### src/rtl/mips_pkg.sv
// Shared definitions for the 5-stage MIPS pipeline: reset constants,
// fetch FSM state encoding, opcode constants and small PC helpers.
package mips_pkg;

  // Architectural constants
  localparam logic [31:0] RESET_PC_DEF = 32'h0000_0000;
  localparam logic [31:0] NOP_INS_DEF  = 32'h0000_0000;

  // Primary opcode field values (ins[31:26])
  localparam logic [5:0] OP_RTYPE = 6'h00;
  localparam logic [5:0] OP_J     = 6'h02;
  localparam logic [5:0] OP_JAL   = 6'h03;
  localparam logic [5:0] OP_BEQ   = 6'h04;
  localparam logic [5:0] OP_BNE   = 6'h05;
  localparam logic [5:0] OP_ADDI  = 6'h08;
  localparam logic [5:0] OP_LW    = 6'h23;
  localparam logic [5:0] OP_SW    = 6'h2B;

  // Fetch FSM states
  typedef enum logic [1:0] {
    S_IDLE  = 2'd0,
    S_FETCH = 2'd1,
    S_KILL  = 2'd2,
    S_HOLD  = 2'd3
  } fetch_state_t;

  // Sequential successor of a PC; wraps naturally at 2^32
  function automatic logic [31:0] pcPlus4(input logic [31:0] pc);
    return pc + 32'd4;
  endfunction

  // Force a branch target onto a word boundary
  function automatic logic [31:0] wordAlign(input logic [31:0] addr);
    return {addr[31:2], 2'b00};
  endfunction

endpackage

### src/rtl/if_id_reg.sv
// IF/ID pipeline register. Flush wins over load; with neither asserted the
// register holds, which is how a hazard-unit stall freezes the decode input.
module if_id_reg
  import mips_pkg::*;
#(
  parameter logic [31:0] NOP_INS = NOP_INS_DEF
) (
  input  logic        clk,
  input  logic        reset_n,
  input  logic        i_load,
  input  logic        i_flush,
  input  logic [31:0] i_pc,
  input  logic [31:0] i_ins,
  input  logic        i_valid,
  output logic [31:0] o_pc,
  output logic [31:0] o_ins,
  output logic        o_valid
);

  logic [31:0] r_pc;
  logic [31:0] r_ins;
  logic        r_valid;

  // Register update: flush squashes to a NOP bubble, load captures, else hold
  always_ff @(posedge clk or negedge reset_n) begin
    if (!reset_n) begin
      r_pc    <= 32'h0000_0000;
      r_ins   <= NOP_INS;
      r_valid <= 1'b0;
    end else if (i_flush) begin
      r_ins   <= NOP_INS;
      r_valid <= 1'b0;
    end else if (i_load) begin
      r_pc    <= i_pc;
      r_ins   <= i_ins;
      r_valid <= i_valid;
    end
  end

  assign o_pc    = r_pc;
  assign o_ins   = r_ins;
  assign o_valid = r_valid;

endmodule

### src/rtl/fetch_stage.sv
// IF stage: owns the PC, runs the instruction-memory request/ready handshake
// and feeds the IF/ID register. A taken branch redirects the PC and squashes
// the wrong-path fetch (no delay slot). A fetch that is still waiting when a
// branch arrives is allowed to finish in S_KILL and its data is dropped, so
// the memory sees a stable address for every request it was given.
module fetch_stage
  import mips_pkg::*;
#(
  parameter logic [31:0] RESET_PC = RESET_PC_DEF,
  parameter logic [31:0] NOP_INS  = NOP_INS_DEF
) (
  input  logic        clk,
  input  logic        reset_n,
  input  logic        stall,
  input  logic        branch,
  input  logic [31:0] branch_address,
  output logic        imem_req,
  output logic [31:0] imem_addr,
  input  logic        imem_ready,
  input  logic [31:0] imem_rdata,
  output logic [31:0] if_id_pc,
  output logic [31:0] if_id_ins,
  output logic        if_id_valid
);

  fetch_state_t r_state;
  logic [31:0]  r_pc;
  logic         r_req;
  logic [31:0]  r_redir;
  logic [31:0]  r_holdPc;
  logic [31:0]  r_holdIns;

  logic         w_branchTaken;
  logic [31:0]  w_target;
  logic         w_unused_addr_bits;
  logic         w_ifidLoad;
  logic         w_ifidFlush;
  logic [31:0]  w_ifidPc;
  logic [31:0]  w_ifidIns;
  logic         w_ifidValid;

  // A branch only counts for a real instruction that is free to move on
  assign w_branchTaken      = branch & if_id_valid & ~stall;
  assign w_target           = wordAlign(branch_address);
  assign w_unused_addr_bits = ^branch_address[1:0];

  // IF/ID control: bubble on a wait state, capture on data, replay hold_q after a stall
  always_comb begin
    w_ifidLoad  = 1'b0;
    w_ifidFlush = 1'b0;
    w_ifidPc    = r_pc;
    w_ifidIns   = NOP_INS;
    w_ifidValid = 1'b0;
    case (r_state)
      S_FETCH: begin
        if (w_branchTaken) begin
          w_ifidFlush = 1'b1;
        end else if (!stall) begin
          w_ifidLoad = 1'b1;
          if (imem_ready) begin
            w_ifidIns   = imem_rdata;
            w_ifidValid = 1'b1;
          end
        end
      end
      S_HOLD: begin
        if (w_branchTaken) begin
          w_ifidFlush = 1'b1;
        end else if (!stall) begin
          w_ifidLoad  = 1'b1;
          w_ifidPc    = r_holdPc;
          w_ifidIns   = r_holdIns;
          w_ifidValid = 1'b1;
        end
      end
      default: ;
    endcase
  end

  // Fetch FSM with PC, redirect target, stall capture and registered request
  always_ff @(posedge clk or negedge reset_n) begin
    if (!reset_n) begin
      r_state   <= S_IDLE;
      r_pc      <= RESET_PC;
      r_req     <= 1'b0;
      r_redir   <= 32'h0000_0000;
      r_holdPc  <= 32'h0000_0000;
      r_holdIns <= NOP_INS;
    end else begin
      case (r_state)
        S_IDLE: begin
          r_state <= S_FETCH;
          r_req   <= 1'b1;
        end
        S_FETCH: begin
          if (w_branchTaken) begin
            if (imem_ready) begin
              r_pc <= w_target;
            end else begin
              r_redir <= w_target;
              r_state <= S_KILL;
            end
          end else if (stall) begin
            if (imem_ready) begin
              r_holdPc  <= r_pc;
              r_holdIns <= imem_rdata;
              r_pc      <= pcPlus4(r_pc);
              r_state   <= S_HOLD;
              r_req     <= 1'b0;
            end
          end else if (imem_ready) begin
            r_pc <= pcPlus4(r_pc);
          end
        end
        S_KILL: begin
          if (imem_ready) begin
            r_pc    <= r_redir;
            r_state <= S_FETCH;
          end
        end
        S_HOLD: begin
          if (w_branchTaken) begin
            r_pc    <= w_target;
            r_state <= S_FETCH;
            r_req   <= 1'b1;
          end else if (!stall) begin
            r_state <= S_FETCH;
            r_req   <= 1'b1;
          end
        end
        default: begin
          r_state <= S_IDLE;
          r_req   <= 1'b0;
        end
      endcase
    end
  end

  assign imem_req  = r_req;
  assign imem_addr = r_pc;

  if_id_reg #(
    .NOP_INS(NOP_INS)
  ) u_if_id_reg (
    .clk     (clk),
    .reset_n (reset_n),
    .i_load  (w_ifidLoad),
    .i_flush (w_ifidFlush),
    .i_pc    (w_ifidPc),
    .i_ins   (w_ifidIns),
    .i_valid (w_ifidValid),
    .o_pc    (if_id_pc),
    .o_ins   (if_id_ins),
    .o_valid (if_id_valid)
  );

endmodule

### config.mk
export PLATFORM = sky130hd
export DESIGN_NAME = fetch_stage
export DESIGN_NICKNAME = d
export VERILOG_FILES = /design/src/rtl/mips_pkg.sv /design/src/rtl/if_id_reg.sv /design/src/rtl/fetch_stage.sv
export SDC_FILE = /design/constraint.sdc
export NUM_CORES = 1
export LEC_CHECK = 0
export ABC_AREA = 1
export BUFFER_PORTS_ARGS = -buffer_cell sky130_fd_sc_hd__buf_2
export CORE_ASPECT_RATIO = 0.75
export CORE_UTILIZATION = 30
export DETAILED_ROUTE_END_ITERATION = 12
export SYNTH_ARGS = -nofsm -noshare
export SYNTH_HDL_FRONTEND = slang
export SYNTH_SLANG_ARGS = --single-unit
### constraint.sdc
create_clock -name clk -period 1.85 [get_ports clk]
set_clock_uncertainty 0.05 [all_clocks]
set_input_delay 0.37 -clock clk [delete_from_list [all_inputs] [get_ports clk]]
set_output_delay 0.37 -clock clk [all_outputs]
set_load 0.02 [all_outputs]
## Yosys cells after proc, flatten, opt, wreduce, memory -nomap -nowiden

Index checks and enable logic that the tools add are counted.
Widths: inputs -> output; s select.

- Logic and storage cells: 81
- Bits of input ports: 69
- Register bits: 194
- Output and inout bits: 98

- Bitwise operators: 6
- Reduce and logical (&&, ||, !) cells: 11
- Equality and inequality tests: 12
- Add/subtract/negate cells: 1
- Mux-type cells: 42

Operators by type and width:

| operator | number |
|---|---|
| $mux 32 | 15 |
| $pmux 32 s3 | 1 |
| $pmux 32 s2 | 1 |
| $add 32x3->32 const B | 1 |
| $mux 1 | 15 |
| $mux 2 | 7 |
| $ne 3x3->1 const B | 4 |
| $ne 2x2->1 const B | 5 |
| $reduce_and 5->1 | 2 |
| $pmux 2 s4 | 1 |
| $reduce_and 4->1 | 2 |
| $reduce_bool 3->1 | 2 |
| $eq 2x2->1 const B | 2 |
| $not 1->1 | 4 |
| $pmux 1 s3 | 1 |
| $reduce_and 3->1 | 1 |
| $and 1x1->1 | 2 |
| $eq 2x1->1 const B | 1 |
| $logic_not 2->1 | 1 |
| $pmux 1 s2 | 1 |
| $reduce_and 2->1 | 1 |
| $reduce_bool 2->1 | 1 |
| $reduce_or 2->1 | 1 |

## Depth between registers and ports, before layout

Gate-level depths: netlist of run 1.

- Depth after elaboration: 6
- Mapped depth: 12
- Depth with buffers taken out: 12

## Hierarchy

From an unflattened synthesis of run 1, not the netlist that was laid out.

- Cell total of the unflattened synthesis: 1303
- Area total of the unflattened synthesis: 9654.3 um2

Modules (own cells, without submodules):

| module | sequential area each (um2) | instances | cells each | area each (um2) |
|---|---|---|---|---|
| fetch_stage | 3128.0 | 1 | 1020 | 7083.0 |
| if_id_reg | 1626.6 | 1 | 283 | 2571.2 |

## Worst setup path after synthesis of run 1

Ideal clock, no wire load.

- Path kind: flip-flop to flip-flop
- Start point: register r_state[1]
- End point: register r_pc[27], in the netlist imem_addr[27]
- Period minus slack after synthesis: 1.655 ns
- Cell stages (with the launch flop): 11
- Data arrival time: 1.528 ns
- Path buffers: 1
- Required time: 1.723 ns
- Path slack: 0.195 ns
- Setup time: 0.077 ns
- Cells stage by stage: dfrtp_1 -> inv_1 -> ha_1 -> inv_2 -> nor2_2 -> nor3_2 -> o21ai_4 -> inv_4 -> buf_2 -> nor2_1 -> a21oi_1

- Cells in the longest elaborated chain, start to end: 3
- Elaborated cells between the ends (all ways): 9
- Those cells by class: eq/ne (6); mux (1); reduce/logical (2)

Ends and longest elaborated chain:

| what | RTL line | text |
|---|---|---|
| start: declaration | fetch_stage.sv:26 | `fetch_state_t r_state;` |
| start signal: assignment | fetch_stage.sv:83 | `r_state <= S_IDLE;` |
| start signal: assignment | fetch_stage.sv:92 | `r_state <= S_FETCH;` |
| start signal: assignment | fetch_stage.sv:101 | `r_state <= S_KILL;` |
| $eq 2x2->1 or $eq 2x1->1 (tied branches) | fetch_stage.sv:90 | `case (r_state)` |
| $ne 2x2->1 (no line) or $reduce_bool 3->1 (tied branches) | -- |  |
| $reduce_and 4->1 (no line) | -- |  |
| end signal: assignment | fetch_stage.sv:98 | `r_pc <= w_target;` |
| end signal: assignment | fetch_stage.sv:107 | `r_pc <= pcPlus4(r_pc);` |
| end signal: assignment | fetch_stage.sv:112 | `r_pc <= pcPlus4(r_pc);` |
| end: declaration | fetch_stage.sv:27 | `logic [31:0] r_pc;` |

Several ways; a longest one is shown, not always the timed one.
A chain may end at the register's enable or synchronous reset.

## Worst setup path after layout of run 1

- Start point: register r_state[0]
- End point: register r_pc[28], in the netlist imem_addr[28]

The elaborated chain is that of the path after synthesis.

==> metrics.csv, run 1 <==
metric;value;unit
Slew Viols, Final;0;
CTS Buffer Depth;2;
final core occ;0.3882;
VDD IR max;0.7628;mV
P_sw;9.766;mW
pin count of the biggest net entering global routing;61;
status;finished clean;
drt pass-1 iters;5;
RSZ-0062 raised after global routing;yes;
starting density of the core;0.3079;
clock-pin slew of the registers on the worst-case setup and hold paths;0.08;ns
Placed Cells;1708;
Die Span X;206.0;microns
Post-DP Area;10810;sq um
layout overhead on the synthesized area;26.11;%
Vias;8340;
initial antenna violation count;7;
DRT met1 WL;14.21;mm
power consumption;21.59;mW
wire length on met3;1.713;mm
routed wire length;28.25;mm
Critical Path AT;2.13;ns
vias in the first global route;7749;
clock network power share;0.170;
relative slew slack;0.6680;
nets;1422;
number of synthesized flops with an enable pin;0;
part of the cycle the worst path needs;0.9903;
Seq/Total Area, Yosys;0.5024;
Distinct cells, synth;34;
Cells after Synth;1177;
setup TNS;0;ns
die height;155.0;microns
htree depth;4;
Worst Setup End Kind;flop;
antenna-violating nets left;0;
Routed WL per cell;15.99;microns
MaxCap Viol Count;0;
WS Path Type;reg2reg;
Min-Delay Path Class;in2reg;
Critical Path Fanout Max;8;
switching share of power;0.4523;
Syn. warnings;0;
#FFs+latches synth;188;
Mapped Area;9364;sq um
Synth top area share;0.5024;
Post-Synthesis Mean Instance Area;7.956;sq um
drc violations;0;
asr flop ratio synth;1.000;
Power Density;1828;nW/um^2
Critical Path RT;2.15;ns
post-DR vias/cell;4.720;
met2 wire length;11.94;mm
Final Setup Violations;0;
TritonCTS Buffers;17;
Main synth FF type;dfrtp_1;
top cells by area, synth;dfrtp_1, nand2_1, o21ai_0, inv_1, o221ai_1;
All-Layer GR Usage;0.1742;
share of cells above drive strength 1;0.2263;
sequential share of power;0.347;
post-route insts no fill;1767;
# port buffers;160;
DPL Wire Length;19.38;mm
Worst Tran Pin Value;0.4961;ns
dominant cell type by area after synthesis;dfrtp_1;
CP Launch Type;flop;
num rows;55;
Core ar.;30420;sq um
Final Hold Fails;0;
Pleak;5.954;nW
f_max;545.8;MHz
full die area;31930;sq um
Congestion Overflow GR;0;
RD Place Congestion;0.8797;
highest metal used;met5;
design area;11810;sq um
Internal Pwr Total;11.82;mW
clock sink count;188;
min Tclk post-route;1.832;ns
clock network latency to the later pin of the worst-skew pair;0.44;ns
CTS tree;yes;
first-pass GRT wire length;43.48;mm
Initial DRC Count;777;
number of top-level pins;167;
root buf cell;clkbuf_16;
combinational power share;0.482;
## worst paths after layout
| path | from | endpoint | slack [ns] | depth (start not counted) |
|---|---|---|---|---|
| max in group asynchronous | reset_n | r_state[0] | 0.79 | 3 |
| worst min register to register | r_holdPc[16] | r_holdPc[16] | 0.44 | 2 |
| worst max register to register | r_state[0] | imem_addr[28] | 0.02 | 7 |
| worst max-delay path | r_state[0] | imem_addr[28] | 0.02 | 7 |
| worst min-delay path | branch_address[5] | r_redir[5] | 0.11 | 3 |
| min in group asynchronous | reset_n | u_if_id_reg.o_pc[26] | 0.35 | 2 |
## logic make-up after synthesis
logic type | count (synthesis) | synth area share
AO/OA/AOI/OAI | 281 | 0.1786
XOR/XNOR | 4 | 0.003741
adder cells (fa/ha/maj) | 5 | 0.006681
buffers and inverters | 252 | 0.1132
flip-flops | 188 | 0.5024
other | 1 | 0.0004005
AND/OR/NAND/NOR | 446 | 0.1950
## flip-flops by register name (all words and copies together) (netlist names)
register and count:
imem_addr 30, imem_req 1, r_holdIns 32, r_holdPc 30, r_redir 30, r_state 2
u_if_id_reg.o_ins 32, u_if_id_reg.o_pc 30, u_if_id_reg.o_valid 1
## final cells by class
type                    instances  area, sq um
fillers                      3108        18610
clock buffers                  18        439.2
inverters                     186        708.2
repair buffers                215         1523
diodes                          7        17.52
well taps                     399        499.2
multi-input cells             740         3769
flip-flops and latches        188         4712
clock inverters                14        141.4
## power by group through the flow
stage          sequential [mW]  combinational, mW  clock [mW]
2_1_floorplan             8.49               5.03           0
3_3_place_gp              7.45               9.45           0
3_5_place_dp              7.52               9.56           0
4_1_cts                   7.45               9.61        3.76
5_1_grt                   7.76               11.5        3.93
6_report                  7.50               10.4        3.67
## synth_stat cells (3+ instances only)
| master | number |
|---|---|
| nand3_1 | 41 |
| dfrtp_1 | 188 |
| o221ai_1 | 33 |
| nand2_1 | 309 |
| o21ai_1 | 8 |
| nor2_1 | 74 |
| inv_2 | 3 |
| nor2_2 | 7 |
| o22ai_1 | 31 |
| xor2_1 | 4 |
| buf_4 | 7 |
| buf_6 | 5 |
| buf_2 | 26 |
| ha_1 | 5 |
| a21oi_1 | 28 |
| clkbuf_1 | 25 |
| a22oi_1 | 3 |
| nor2_4 | 7 |
| o21ai_0 | 144 |
| inv_1 | 182 |
| o211ai_1 | 30 |
## stage by stage
step	hold WS, ns	worst slack (ns)
after CTS	0.09620	0.01665
after global routing	0.1027	-0.03522
after detailed placement	0.2420	0.001177
after floorplan	0.02441	0.1946
after global placement	0.2477	0.01094
final	0.1103	0.01794
## routing by layer
layer,GRT usage,vias to the layer above
met5,0,-
met4,0.04657,6
met3,0.04106,26
met2,0.2395,244
met1,0.2676,3903
li1,-,4161
## what timing repair did
action                                 4_1_cts  5_1_grt
setup endpoints to repair                    1       69
gates resized for setup                      1       54
cloned                                       0        7
hold buffers                                 1        0
endpoints found under the hold margin       28        0
pin swaps                                    1       13
buffers inserted                             0       12
## critical path: stages, from the launching register on
cell and delay, ns:
dfrtp_2 0.45, ha_4 0.18, buf_12 0.10, inv_2 0.04
o21ai_4 0.42, clkbuf_16 0.27, nor2_4 0.04, a21oi_1 0.18
## cells in the final DEF (no fill, tap or decap), types with 28 or more instances in the layout
cell        n
buf_4      28
o22ai_1    31
a21oi_1    28
buf_2     159
inv_1     179
dfrtp_1   182
nor2_1     61
o221ai_1   33
nand2_1   306
o211ai_1   30
nand3_1    37
o21ai_0   137
No activity file was read; power rests on OpenSTA's default activity.
==> inputs of run 2 (changes only) <==
- ABC_AREA: 1 -> default
- PLACE_DENSITY_LB_ADDON: default -> 0.05
- RECOVER_POWER: default -> 25
==> metrics.csv, run 2 <==
metric;value;unit;change
status;finished with violations;;
failing checks;setup timing;;
post-DR vias/cell;5.021;;+6.4%
layout overhead on the synthesized area;35.25;%;
count leader, synth;dfrtp_1;;
met1 usage;0.2795;;+0.01194
Worst Tran Pin Value;1.116;ns;+0.6202 ns
Min-Delay Path Class;in2reg;;
share of cells above drive strength 1;0.4433;;+0.2170
Worst Setup End Kind;flop;;
top cells by area, synth;dfrtp_1, mux2_2, o21ai_0, a222oi_1, mux2i_1;;
Critical Path Fanout Max;7;;-1
R2R depth;8;;+1
most frequent cells in the layout;dfrtp_1, buf_2, buf_4, mux2_2, o21ai_0;;
nets;1119;;-21%
Vias;7280;;-13%
routing usage on met3;0.03165;;-0.009405
Slew Viols, Final;0;;unchanged
f_max;524.3;MHz;-3.9%
Pleak;5.578;nW;-6.3%
Congestion Overflow GR;0;;unchanged
CTS Buffer Depth;2;;unchanged
post-synthesis xor/xnor area fraction;0.01175;;+0.008012
RSZ-0062 raised after global routing;yes;;
# port buffers;160;;unchanged
Routed WL per cell;19.19;microns;+20%
initial antenna violation count;1;;-6
clock sink count;188;;unchanged
setup TNS;-0.3431;ns;-0.3431 ns
htree depth;4;;unchanged
hold slack;0.1250;ns;+0.01472 ns
RD Place Congestion;0.7699;;-12%
commonest non-fill, non-tap cell in the layout;dfrtp_1;;
Seq/Total Area, Yosys;0.5261;;+0.02369
largest family of logic cells by synthesized area;compound AO/OA/AOI/OAI gates;;
worst hold path cell count;2;;-1
Post-Synthesis Mean Instance Area;11.05;sq um;+39%
drc violations;0;;unchanged
drt pass-1 iters;8;;+3
Initial DRC Count;544;;-30%
DPL Wire Length;19.22;mm;-0.84%
top post-synthesis cells by count;dfrtp_1, mux2_2, o21ai_0;;
All-Layer GR Usage;0.1801;;+0.005945
Distinct cells, synth;62;;+82%
Post-Synth Simple-Gate Area;0.09514;;-0.09980
vias in the first global route;6987;;-9.8%
final worst slack;-0.05721;ns;-0.07515 ns
asr flop ratio synth;1.000;;unchanged
Final Hold Fails;0;;unchanged
Cells after Synth;809;;-31%
die height;151.5;microns;-2.2%
global route hottest layer;met1;;
TritonCTS Buffers;17;;unchanged
part of the cycle the worst path needs;1.031;;+0.04062
full die area;30510;sq um;-4.5%
Syn. warnings;0;;unchanged
dominant cell type by area after synthesis;dfrtp_1;;
number of top-level pins;167;;unchanged
min Tclk post-route;1.907;ns;+0.07515 ns
# diodes;0;;-7
num rows;54;;-1.8%
mux cell area share after synthesis;0.1384;;+0.1384
Final Setup Violations;9;;+9
Mapped Area;8942;sq um;-4.5%
WS Path Type;reg2reg;;
CTS tree;yes;;
Die Span X;201.4;microns;-2.3%
Synth top area share;0.5261;;+0.02369
Power Density;1873;nW/um^2;+2.4%
routed wire length;27.82;mm;-1.5%
number of synthesized flops with an enable pin;0;;unchanged
relative slew slack;0.2558;;-0.4122
pin count of the biggest net entering global routing;45;;-26%
first-pass GRT wire length;42.07;mm;-3.2%
Synth Area in Compound Gates;0.1627;;-0.01592
clock network latency to the later pin of the worst-skew pair;0.44;ns;about the same
clock-pin slew of the registers on the worst-case setup and hold paths;0.07;ns;about the same
root buf cell;clkbuf_16;;
met2 usage;0.2569;;+0.01736
Critical Path AT;2.17;ns;+0.04 ns
#FFs+latches synth;188;;unchanged
VDD IR max;0.8591;mV;+13%
Core ar.;29190;sq um;-4.0%
CP Launch Type;flop;;
MaxCap Viol Count;0;;unchanged
starting density of the core;0.3064;;-0.001487
adder-cell area share of the yosys netlist;0.006996;;+0.0003150
Critical Path RT;2.12;ns;-0.03 ns
Main synth FF type;dfrtp_1;;
antenna-violating nets left;0;;unchanged
run 2: report_power, final:
| part | switching (mW) | internal (mW) | total, mW |
|---|---|---|---|
| registers | 1.22 | 6.09 | 7.32 |
| logic | 6.20 | 5.32 | 11.5 |
| clock network | 1.73 | 2.08 | 3.82 |
run 2: critical path: stages, from the launching register on:
cell	delay [ns]
dfrtp_2	0.44
inv_4	0.07
ha_4	0.18
o21ba_4	0.22
nor2_4	0.12
nand2_4	0.12
buf_12	0.17
a221o_1	0.26
o22a_1	0.16
run 2: metal layers:
| metal | share of wire | wire length, microns |
|---|---|---|
| met1 | 0.52 | 14600 |
| met5 | 0 | 0 |
| met4 | 0.0069 | 191 |
| met2 | 0.43 | 11990 |
| met3 | 0.038 | 1044 |
run 2: through the flow:
| stage | util | std cells | setup slack (ns) | power [mW] | area, sq um |
|---|---|---|---|---|---|
| floorplan | - | 812 | -0.08542 | 13.47 | 9085 |
| global placement | 0.3765 | 1401 | -0.1124 | 17.64 | 10990 |
| detailed placement | 0.3765 | 1401 | -0.1561 | 17.70 | 10990 |
| CTS | 0.4019 | 1440 | -0.02919 | 21.91 | 11730 |
| global route | 0.4144 | 1450 | -0.1469 | 24.23 | 12090 |
| finish | 0.4144 | 1450 | -0.05721 | 22.65 | 12090 |
run 2: final timing paths:
kind	from	slack, ns	to
max	r_state[0]	-0.06	imem_addr[6]
min	stall	0.12	imem_req
max reg2reg	r_state[0]	-0.06	imem_addr[6]
min reg2reg	r_holdIns[16]	0.42	u_if_id_reg.o_ins[16]
max in group asynchronous	reset_n	0.25	r_holdIns[1]
min in group asynchronous	reset_n	0.63	r_redir[16]
run 2: timing repair:
| item | CTS | global route |
|---|---|---|
| buffers inserted | 5 | 8 |
| gates resized for setup | 19 | 63 |
| gates cloned | 1 | 2 |
| endpoints found under the setup margin | 83 | 114 |
| endpoints found under the hold margin | 33 | 0 |
| pin swaps | 2 | 28 |
| hold buffers | 1 | 0 |
run 2: cells by family (layout without fill, tap and decap cells):
group | count (synthesis) | count (layout)
and+or+nand+nor | 170 | 170
AOI/OAI and AO/OA | 208 | 208
adders and majority gates | 5 | 5
other | 1 | 4
muxes | 113 | 113
xor gates and xnor gates | 12 | 12
buffers and inverters | 112 | 358
DFF | 188 | 188
run 2: final cells by class:
type | count | area [sq um]
Clock inverter | 12 | 136.4
Multi-Input combinational cell | 512 | 4098
Timing Repair Buffer | 283 | 2026
Clock buffer | 20 | 456.7
Inverter | 43 | 163.9
Sequential cell | 188 | 4723
Fill cell | 2918 | 17090
Tap cell | 392 | 490.5
==> inputs of run 3 (changes only) <==
- TNS_END_PERCENT: default -> 5
==> metrics.csv, run 3 (same netlist as run 2, synthesis figures left out) <==
metric;value;unit;change
status;finished with violations;;
failing checks;setup timing;;
RSZ-0062 raised after global routing;yes;;
global route hottest layer;met1;;
post-route insts no fill;1445;;-0.34%
Routed WL per cell;18.95;microns;-1.2%
Post-DP Area;11040;sq um;+0.44%
antenna-violating nets left;0;;unchanged
met2 usage;0.2579;;+0.001034
initial antenna violation count;0;;-1
All-Layer GR Usage;0.1815;;+0.001412
CTS Buffer Depth;2;;unchanged
Critical Path AT;2.16;ns;about the same
first-pass GRT wire length;41.97;mm;-0.25%
min Tclk post-route;1.904;ns;-0.003395 ns
CP Launch Type;flop;;
Final Hold Fails;0;;unchanged
layout overhead on the synthesized area;31.96;%;
clock network latency to the later pin of the worst-skew pair;0.44;ns;about the same
Multi-input gate area;4013;sq um;-2.1%
Die Span X;201.4;microns;unchanged
Fill cells;2891;;-0.93%
design area;11800;sq um;-2.4%
Pleak;5.435;nW;-2.6%
number of top-level pins;167;;unchanged
clock network power share;0.160;;-0.008
Critical Path RT;2.11;ns;about the same
Power Density;1814;nW/um^2;-3.2%
WS Path Type;reg2reg;;
clock-pin slew of the registers on the worst-case setup and hold paths;0.07;ns;about the same
vias in the first global route;6866;;-1.7%
Worst Setup End Kind;flop;;
Congestion Overflow GR;0;;unchanged
Initial DRC Count;569;;+4.6%
worst hold path cell count;3;;+1
Placed Cells;1412;;+0.79%
RD Place Congestion;0.7635;;-0.83%
Core ar.;29190;sq um;unchanged
# diodes;0;;unchanged
die height;151.5;microns;unchanged
switching share of power;0.4116;;+0.007520
Seq. cell area;4721;sq um;about the same
full die area;30510;sq um;unchanged
Post-Place Setup Slack;-0.2106;ns;-0.05453 ns
pin count of the biggest net entering global routing;49;;+8.9%
# port buffers;160;;unchanged
routed wire length;27.39;mm;-1.6%
drc violations;0;;unchanged
TritonCTS Buffers;17;;unchanged
P_sw;8.809;mW;-3.8%
Min-Delay Path Class;in2reg;;
sequential share of power;0.338;;+0.015
DPL Wire Length;19.44;mm;+1.2%
part of the cycle the worst path needs;1.029;;-0.001835
most frequent cells in the layout;dfrtp_1, buf_2, buf_4, mux2_2, o21ai_0;;
final core occ;0.4043;;-0.01007
f_max;525.3;MHz;+0.18%
share of cells above drive strength 1;0.4330;;-0.01024
CTS tree;yes;;
Worst Tran Pin Value;0.7632;ns;-0.3531 ns
drt pass-1 iters;8;;unchanged
clock sink count;188;;unchanged
Critical Path Fanout Max;8;;+1
setup TNS;-0.1793;ns;+0.1638 ns
routing usage on met3;0.03144;;-0.0002139
MaxCap Viol Count;0;;unchanged
relative slew slack;0.4912;;+0.2354
Internal Pwr Total;12.59;mW;-6.7%
nets;1115;;-0.36%
met1 usage;0.2803;;+0.0007746
VDD IR max;0.7319;mV;-15%
post-DR vias/cell;5.009;;-0.23%
R2R depth;5;;-3
starting density of the core;0.3064;;unchanged
Slew Viols, Final;0;;unchanged
commonest non-fill, non-tap cell in the layout;dfrtp_1;;
htree depth;4;;unchanged
num rows;54;;unchanged
final worst slack;-0.05382;ns;+0.003396 ns
Final Setup Violations;4;;-5
combinational power share;0.501;;-0.007
Vias;7238;;-0.58%
root buf cell;clkbuf_16;;
run 3: cell count changes in the layout (fill, tap and decap cells not counted), moves of 3 or more:
cell	change
clkbuf_1	+5
clkinvlp_4	+5
a221oi_4	-4
buf_8	-4
a221oi_2	+3
clkinv_2	-3
nand2_2	-3
run 3: worst paths after layout:
path / startpoint / end / slack, ns
min in group asynchronous: reset_n / u_if_id_reg.o_ins[1] / 0.51
max: imem_addr[13] / imem_addr[25] / -0.05
max reg2reg: imem_addr[13] / imem_addr[25] / -0.05
min: imem_rdata[17] / u_if_id_reg.o_ins[17] / 0.12
max in group asynchronous: reset_n / r_holdIns[27] / 0.18
min reg2reg: r_holdIns[13] / u_if_id_reg.o_ins[13] / 0.42
run 3: worst max-delay path, stage by stage (launching register included):
cell,delay (ns)
dfrtp_2,0.35
nand4_1,0.21
or4_4,0.66
o31a_1,0.27
o21ai_1,0.13
a22oi_1,0.10
run 3: layout make-up:
cell class	instances	share of cell area
well taps	392	0.04156
clock buffers	23	0.03881
multi-input cells	512	0.3400
flip-flops and latches	188	0.4001
repair buffers	279	0.1604
clock inverters	8	0.005408
inverters	43	0.01368
run 3: per-stage QoR:
step	hold slack, ns	power, mW
after CTS	0.09623	21.23
after global placement	0.3139	17.58
final	0.1221	21.40
after detailed placement	0.3151	17.61
after global routing	0.1055	22.95
after floorplan	0.02441	13.41
run 3: routing by layer:
| metal | vias up | share of wire |
|---|---|---|
| met5 | - | 0 |
| li1 | 3434 | - |
| met4 | 0 | 0.0085 |
| met3 | 18 | 0.037 |
| met2 | 137 | 0.43 |
| met1 | 3649 | 0.53 |
run 3: power groups by stage:
stage                     clock network [mW]  registers, mW  logic [mW]
after floorplan                            0           8.32        5.10
after global placement                     0           7.27        10.3
after detailed placement                   0           7.27        10.3
after CTS                               3.56           7.20        10.5
after global routing                    3.71           7.51        11.7
final                                   3.43           7.24        10.7
run 3: what timing repair did:
action | in CTS | in global routing
pin swaps | 6 | 19
endpoints found under the setup margin | 38 | 150
hold buffers | 1 | 0
endpoints found under the hold margin | 41 | 0
setup buffers | 1 | 1
resized for setup | 16 | 54
